[config.mk]
export PLATFORM = sky130hd
export DESIGN_NAME = cpld_uart_ctrl
export DESIGN_NICKNAME = d
export VERILOG_FILES = /design/src/rtl/cpld_uart_ctrl.sv
export SDC_FILE = /design/constraint.sdc
export NUM_CORES = 1
export LEC_CHECK = 0
export BUFFER_PORTS_ARGS = -buffer_cell sky130_fd_sc_hd__buf_2
export CAP_MARGIN = 20
export CORE_MARGIN = 2
export CORE_UTILIZATION = 45
export CTS_CLUSTER_DIAMETER = 60
export DETAILED_ROUTE_END_ITERATION = 8
export PLACE_DENSITY_LB_ADDON = 0.12
export SYNTH_ARGS = -nofsm -noshare
export SYNTH_HDL_FRONTEND = slang
export SYNTH_SLANG_ARGS = --single-unit
[constraint.sdc]
create_clock -name clk_50M -period 1.95 [get_ports clk_50M]
set_input_delay 0.0975 -clock clk_50M [delete_from_list [all_inputs] [get_ports clk_50M]]
set_output_delay 0.0975 -clock clk_50M [all_outputs]
set_load 0.05 [all_outputs]
[src/rtl/cpld_uart_ctrl.sv]
// CPLD UART handshake controller: borrows the shared BaseRAM data bus per byte,
// exposes data/status registers to the CPU and buffers one received byte.
module cpld_uart_ctrl #(
  parameter int RD_PULSE = 4,
  parameter int WR_PULSE = 4
) (
  input  logic        clk_50M,
  input  logic        reset_n,
  input  logic        req,
  input  logic        we,
  input  logic        addr,
  input  logic [7:0]  wdata,
  output logic [31:0] rdata,
  output logic        ack,
  output logic        bus_req,
  input  logic        bus_gnt,
  output logic [7:0]  bus_dout,
  output logic        bus_oe,
  input  logic [7:0]  bus_din,
  output logic        uart_rdn,
  output logic        uart_wrn,
  input  logic        uart_dataready,
  input  logic        uart_tbre,
  input  logic        uart_tsre
);

  typedef enum logic [3:0] {
    IDLE, RX_REQ, RX_LOW, RX_DONE,
    TX_REQ, TX_SETUP, TX_LOW, TX_HOLD, TX_TBRE, TX_TSRE
  } state_t;

  localparam logic [7:0] RD_LAST = 8'(RD_PULSE - 1);
  localparam logic [7:0] WR_LAST = 8'(WR_PULSE - 1);

  state_t      state_reg, state_next;
  logic [7:0]  cnt_reg, cnt_next;
  logic [7:0]  tx_buf_reg, tx_buf_next;
  logic [7:0]  rx_buf_reg, rx_buf_next;
  logic        rx_valid_reg, rx_valid_next;
  logic        ack_reg, ack_next;
  logic [31:0] rdata_reg, rdata_next;
  logic        bus_req_reg, bus_req_next;
  logic        bus_oe_reg, bus_oe_next;
  logic        rdn_reg, rdn_next;
  logic        wrn_reg, wrn_next;
  logic [2:0]  sync1_reg, sync2_reg;

  logic dataready_s, tbre_s, tsre_s;
  logic cpu_req, data_wr, rx_want, rx_last, tx_busy, tx_ready;

  assign dataready_s = sync2_reg[0];
  assign tbre_s      = sync2_reg[1];
  assign tsre_s      = sync2_reg[2];

  // A request is ignored in the ack cycle so a CPU holding req one edge late is not served twice.
  assign cpu_req  = req && !ack_reg;
  assign data_wr  = cpu_req && we && !addr;
  assign rx_want  = dataready_s && !rx_valid_reg;
  assign rx_last  = (state_reg == RX_LOW) && (cnt_reg == RD_LAST);
  assign tx_busy  = state_reg inside {TX_REQ, TX_SETUP, TX_LOW, TX_HOLD, TX_TBRE, TX_TSRE};
  assign tx_ready = !tx_busy && tsre_s;

  always_ff @(posedge clk_50M or negedge reset_n) begin
    if (!reset_n) begin
      sync1_reg <= '0;
      sync2_reg <= '0;
    end else begin
      sync1_reg <= {uart_tsre, uart_tbre, uart_dataready};
      sync2_reg <= sync1_reg;
    end
  end

  always_comb begin
    state_next    = state_reg;
    cnt_next      = cnt_reg;
    tx_buf_next   = tx_buf_reg;
    rx_buf_next   = rx_buf_reg;
    rx_valid_next = rx_valid_reg;
    ack_next      = 1'b0;
    rdata_next    = rdata_reg;
    case (state_reg)
      IDLE: begin
        if (rx_want) begin
          state_next = RX_REQ;
        end else if (data_wr) begin
          state_next  = TX_REQ;
          tx_buf_next = wdata;
          ack_next    = 1'b1;
          rdata_next  = '0;
        end
      end
      RX_REQ: if (bus_gnt) begin state_next = RX_LOW; cnt_next = '0; end
      RX_LOW: begin
        if (cnt_reg == RD_LAST) begin
          rx_buf_next   = bus_din;
          rx_valid_next = 1'b1;
          state_next    = RX_DONE;
        end else begin
          cnt_next = cnt_reg + 8'd1;
        end
      end
      RX_DONE:  state_next = IDLE;
      TX_REQ:   if (bus_gnt) state_next = TX_SETUP;
      TX_SETUP: begin state_next = TX_LOW; cnt_next = '0; end
      TX_LOW: begin
        if (cnt_reg == WR_LAST) state_next = TX_HOLD;
        else cnt_next = cnt_reg + 8'd1;
      end
      TX_HOLD:  state_next = TX_TBRE;
      TX_TBRE:  if (tbre_s) state_next = TX_TSRE;
      TX_TSRE:  if (tsre_s) state_next = IDLE;
      default:  state_next = IDLE;
    endcase

    // Register accesses other than data writes; a data read colliding with the
    // RX capture edge waits one cycle so it returns the fresh byte.
    if (cpu_req && !(we && !addr)) begin
      if (addr) begin
        ack_next   = 1'b1;
        rdata_next = we ? 32'd0 : {30'd0, rx_valid_reg, tx_ready};
      end else if (!rx_last) begin
        ack_next      = 1'b1;
        rdata_next    = rx_valid_reg ? {24'd0, rx_buf_reg} : 32'd0;
        rx_valid_next = 1'b0;
      end
    end
  end

  // Strobes are registered from the next state so the CPLD never sees decode glitches.
  always_comb begin
    bus_req_next = 1'b0;
    bus_oe_next  = 1'b0;
    rdn_next     = 1'b1;
    wrn_next     = 1'b1;
    case (state_next)
      RX_REQ, TX_REQ:    bus_req_next = 1'b1;
      RX_LOW:            begin bus_req_next = 1'b1; rdn_next = 1'b0; end
      TX_SETUP, TX_HOLD: begin bus_req_next = 1'b1; bus_oe_next = 1'b1; end
      TX_LOW:            begin bus_req_next = 1'b1; bus_oe_next = 1'b1; wrn_next = 1'b0; end
      default:           bus_req_next = 1'b0;
    endcase
  end

  always_ff @(posedge clk_50M or negedge reset_n) begin
    if (!reset_n) begin
      state_reg    <= IDLE;
      cnt_reg      <= '0;
      tx_buf_reg   <= '0;
      rx_buf_reg   <= '0;
      rx_valid_reg <= 1'b0;
      ack_reg      <= 1'b0;
      rdata_reg    <= '0;
      bus_req_reg  <= 1'b0;
      bus_oe_reg   <= 1'b0;
      rdn_reg      <= 1'b1;
      wrn_reg      <= 1'b1;
    end else begin
      state_reg    <= state_next;
      cnt_reg      <= cnt_next;
      tx_buf_reg   <= tx_buf_next;
      rx_buf_reg   <= rx_buf_next;
      rx_valid_reg <= rx_valid_next;
      ack_reg      <= ack_next;
      rdata_reg    <= rdata_next;
      bus_req_reg  <= bus_req_next;
      bus_oe_reg   <= bus_oe_next;
      rdn_reg      <= rdn_next;
      wrn_reg      <= wrn_next;
    end
  end

  assign rdata    = rdata_reg;
  assign ack      = ack_reg;
  assign bus_req  = bus_req_reg;
  assign bus_oe   = bus_oe_reg;
  assign bus_dout = tx_buf_reg;
  assign uart_rdn = rdn_reg;
  assign uart_wrn = wrn_reg;

endmodule

After elaboration in Yosys (flattened, before gate mapping)
Index checks and enable logic that the tools add are counted.
- register bits after elaboration: 72
- input port bits: 25
- output and inout bits: 45
- add/subtract/negate cells: 1
- eq/ne operators: 17
- muxes and demuxes: 35
- bitwise logic cells: 1
- reductions and logical operators: 22
- operators by type and width (kind ; count):
    $mux W32 ; 6
    $pmux W4 S9 ; 1
    $eq A4 B3 Y1 const B ; 8
    $mux W4 ; 8
    $mux W8 ; 3
    $pmux W8 S3 ; 1
    $mux W1 ; 15
    $add A8 B1 Y8 const B ; 1
    $eq A4 B1 Y1 const B ; 2
    $eq A4 B2 Y1 const B ; 2
    $eq A4 B4 Y1 const B ; 2
    $eq A8 B2 Y1 const B ; 1
    $logic_and A1 B1 Y1 ; 8
    $reduce_and A3 Y1 ; 2
    $reduce_bool A6 Y1 ; 1
    $reduce_or A6 Y1 ; 1
    $logic_not A1 Y1 ; 5
    $logic_not A4 Y1 ; 1
    $ne A2 B2 Y1 const B ; 2
    $reduce_bool A3 Y1 ; 1
    $reduce_or A3 Y1 ; 1
    $mux W2 ; 1
    $reduce_and A2 Y1 ; 1
    $reduce_or A2 Y1 ; 1
    $not A1 Y1 ; 1

Logic depth before layout (Yosys ltp)
- depth in word-level cells: 10
- mapped depth: 7

Worst setup path after synthesis
OpenSTA, ideal clock, no wires.
- path type: flip-flop to flip-flop
- start: reg ack_reg, in the netlist ack
- end: reg rdata_reg[5], in the netlist rdata[5]
- arrival time: 1.731 ns
- required time: 1.829 ns
- path slack: 0.098 ns
- cell stages (with the launch flop): 7
- clock period less this slack: 1.852 ns
- cell sequence: dfrtp_1 -> nor2b_2 -> o2111ai_1 -> nand3b_2 -> o21a_4 -> buf_6 -> a22o_1
- word-level cells in the longest chain between the ends: 10
- elaborated cells on any way between the ends: 11
- those cells by class: 6 x mux; 5 x reduce/logical
- ends and longest elaborated chain (item ; line ; source):
    from (decl) ; 40 ; logic ack_reg, ack_next;
    from (signal assigned) ; 163 ; ack_reg <= ack_next;
    $logic_not A1 Y1 (*) ; 56 ; assign cpu_req = req && !ack_reg;
    $logic_and A1 B1 Y1 (*) ; 56 ;
    $logic_and A1 B1 Y1 (2 in a row) ; 57 ; assign data_wr = cpu_req && we && !addr;
    $mux W32 ; 85 ; end else if (data_wr) begin
    $mux W32 ; 83 ; if (rx_want) begin
    $mux W32 ; 81 ; case (state_reg)
    $mux W32 ; 121 ; end else if (!rx_last) begin
    $mux W32 ; 118 ; if (addr) begin
    $mux W32 (*) ; 117 ; if (cpu_req && !(we && !addr)) begin
    via rdata_next[5] ; 41 ; logic [31:0] rdata_reg, rdata_next;
    to (signal assigned) ; 164 ; rdata_reg <= rdata_next;
    to (decl) ; 41 ;
The timed path passes the listed nets; every way through them passes the cells marked *.
A chain may end at the register's enable or synchronous reset.

Worst setup path in the final report
- start: reg cnt_reg[0]
- end: reg cnt_reg[0]
- word-level cells in the longest chain between the ends: 3
- elaborated cells on any way between the ends: 6
- those cells by class: 1 x add/sub; 2 x eq/ne; 2 x mux; 1 x reduce/logical
- ends and longest elaborated chain (item ; line ; source):
    from (decl) ; 36 ; logic [7:0] cnt_reg, cnt_next;
    from (signal assigned) ; 159 ; cnt_reg <= cnt_next;
    $add A8 B1 Y8 or $eq A8 B2 Y1 (tied branches) ; - ;
    $mux W8 or $ne A2 B2 Y1 (tied branches) ; - ;
    $pmux W8 S3 or $reduce_and A3 Y1 (tied branches) ; - ;
Several ways; a longest one is shown, not always the timed one. The select of a mux whose other input is x is not followed.

==> out/metrics.csv <==
metric;value;unit
slew_headroom;0.494;
antenna_found_initial;1;
fin_crit;1.85;ns
yosysWarnings;0;
ys.flop_type;dfrtp_1;
p_leak;0.00190;uW
grt.total_usage;0.178;
synth_seq_cells;72;
crit_type;flop to flop;
clock_latency;0.34;ns
fmax;540;MHz
syn_area_per_cell;13.4;um2
crit_end;cnt_reg[0];
endpoint_kind;flop;
fin_hold_ws;0.0705;ns
arrival;2.08;ns
power_density;1240;nW/um2
first_pass_iters;4;
syn_nets;237;
synthArstFlopShare;1.00;
place.gp.congestion;0.807;
first_global_vias;2064;
tritoncts;yes;
cts_root_buffer;clkbuf_8;
worstReg2RegEnd;cnt_reg[0];
drc;0;
period_share;0.950;
cts_buffers;9;
io_buffer_count;69;
cpMaxStageDelayCell;dfrtp_1;
tightest_slew;0.751;ns
grt_max_degree;73;
fp.dieH;83.4;um
rows;28;
max_cap_violations;0;
worst_r2r_startpoint;cnt_reg[0];
critPathRequiredTime;2.17;ns
syn-instance-count;211;
hp-class;primary input to flop;
start_util;0.473;
vdd_drop_max;0.825;mV
cp_max_fo;6;
io-pin-count;70;
synth_edf_count;0;
die_w;83.4;um
multi_input_area;975;um2
clock-sinks;72;
status;complete, no violations;
cp-start-kind;flop;
wl_per_cell;14.4;um
path_cells;ha_1 -> nor4bb_4 -> a22oi_2 -> nor3_4 -> nor3_4 -> mux2_4;
fin_cells;399;
detail-route-antenna-nets;0;
min_from;we;
htreeDepth;3;
dpl.cell_count;361;
skew;0.00777;ns
hold_viol_final;0;
grt_first_pass_wirelength;9780;um
synthDistinctLibCells;50;
hpwlAfterDp;3730;um
ys_seq_area_frac;0.636;
r2r_slack;0.1;ns
critPathLaunch;cnt_reg[0];
largest_reg_flops;32;
num_vias;1957;
ff2ff_path_depth;6;
setup_viol;0;
fin_nets;344;
core-area;5990;um2
grt.overflow.total;0;
cts.path.max_buffers;2;
postCtsSetupRepairBufs;0;
area.growth.synth_to_final;32.5;%
drv_slew;0;
layout-drive-gt1-share;0.406;
totalWireLength;5740;um
syn_area;2840;um2
max_stage_delay;0.38;ns
fillCellCount;469;
dieArea;6950;um2
seq_area;1800;um2
viasPerCell;4.90;
drt_iter0_markers;124;
clkTransAtPathRegs;0.08;ns
cp_common_cell;nor3_4;
kinds of logic after synthesis:
family / count (synthesis) / synth area share
flops: 72 / 0.636
simple gates: 66 / 0.156
compound gates: 38 / 0.0997
mux: 18 / 0.0723
buf+inv: 15 / 0.0282
xor+xnor: 1 / 0.00309
fa+ha+maj: 1 / 0.00441
synthesized netlist by cell type, types with 3 or more instances:
cell type  number  share of area
nand2_1         9          0.012
and2_1         24          0.053
dfrtp_1        70           0.62
nor2_1          5         0.0066
nand2b_1        3         0.0066
mux2_2         16          0.064
nand3_1         4         0.0071
a31oi_1         4         0.0088
a22o_1          6          0.019
inv_1           9          0.012
o31ai_1         3         0.0079
o21ai_0         9          0.016
worst max-delay path: cells and delay by family, from the launching register on:
| kind | cells | cell delay (ns) |
|---|---|---|
| AOI/OAI and AO/OA | 1 | 0.21 |
| adders and majority gates | 1 | 0.24 |
| DFF | 1 | 0.38 |
| muxes | 1 | 0.33 |
| and+or+nand+nor | 3 | 0.58 |
worst min path at each step:
stage                   end  slack [ns]  depth (start not counted)
2_1_floorplan           ack       -0.20                          0
3_3_place_gp   state_reg[0]        0.16                          2
3_5_place_dp      rdata[19]        0.15                          2
4_1_cts            rdata[1]        0.05                          4
5_1_grt            rdata[1]        0.08                          4
6_report           rdata[1]        0.07                          4
per-layer routing:
metal	routed length, um	GRT usage	vias to the layer above
met1	2620	0.232	945
met4	120	0.0686	0
li1	-	-	957
met5	0	0	-
met2	2720	0.273	46
met3	283	0.0656	9
repair_timing:
item / CTS / global route
setup endpoints to repair: 0 / 36
endpoints found under the hold margin: 89 / 0
resized for setup: 0 / 2
hold buffers: 20 / 0
cells in the final DEF (no fill, tap or decap), types with 3 or more instances in the layout:
| cell type | instances |
|---|---|
| dfrtp_1 | 70 |
| buf_2 | 69 |
| and2_1 | 24 |
| dlygate4sd3_1 | 20 |
| mux2_2 | 16 |
| clkbuf_8 | 10 |
| buf_4 | 10 |
| inv_1 | 9 |
| nand2_1 | 9 |
| o21ai_0 | 9 |
| a22o_1 | 6 |
| nor2_1 | 5 |
| nand3_1 | 4 |
| a31oi_1 | 4 |
| nand2b_1 | 3 |
| o31ai_1 | 3 |
power breakdown:
part	switching, uW	internal (uW)	leakage [uW]
registers	173	1750	0.000946
logic	999	548	0.000851
clock network	554	629	0.0000989
total	1730	2930	0.00190
cell type report:
cell class / instances / area share
Antenna cell: 1 / 0.000666
Clock inverter: 6 / 0.0180
Inverter: 10 / 0.00999
Tap cell: 75 / 0.0250
Multi-Input combinational cell: 125 / 0.259
Clock buffer: 10 / 0.0366
Sequential cell: 72 / 0.480
Timing Repair Buffer: 100 / 0.170
metrics by stage:
stage	total power (uW)	area, um2	setup TNS, ns	utilization	setup WS (ns)
6_report	4660	3760	0	0.627	0.0966
5_1_grt	4930	3760	-0.0103	0.627	-0.0101
4_1_cts	4690	3730	0	0.623	0.0361
3_5_place_dp	3450	3330	0	0.556	0.0477
3_3_place_gp	3450	3330	0	0.556	0.129
2_1_floorplan	3030	2840	0	-	0.0979
Power figures use the tool's default switching activity.
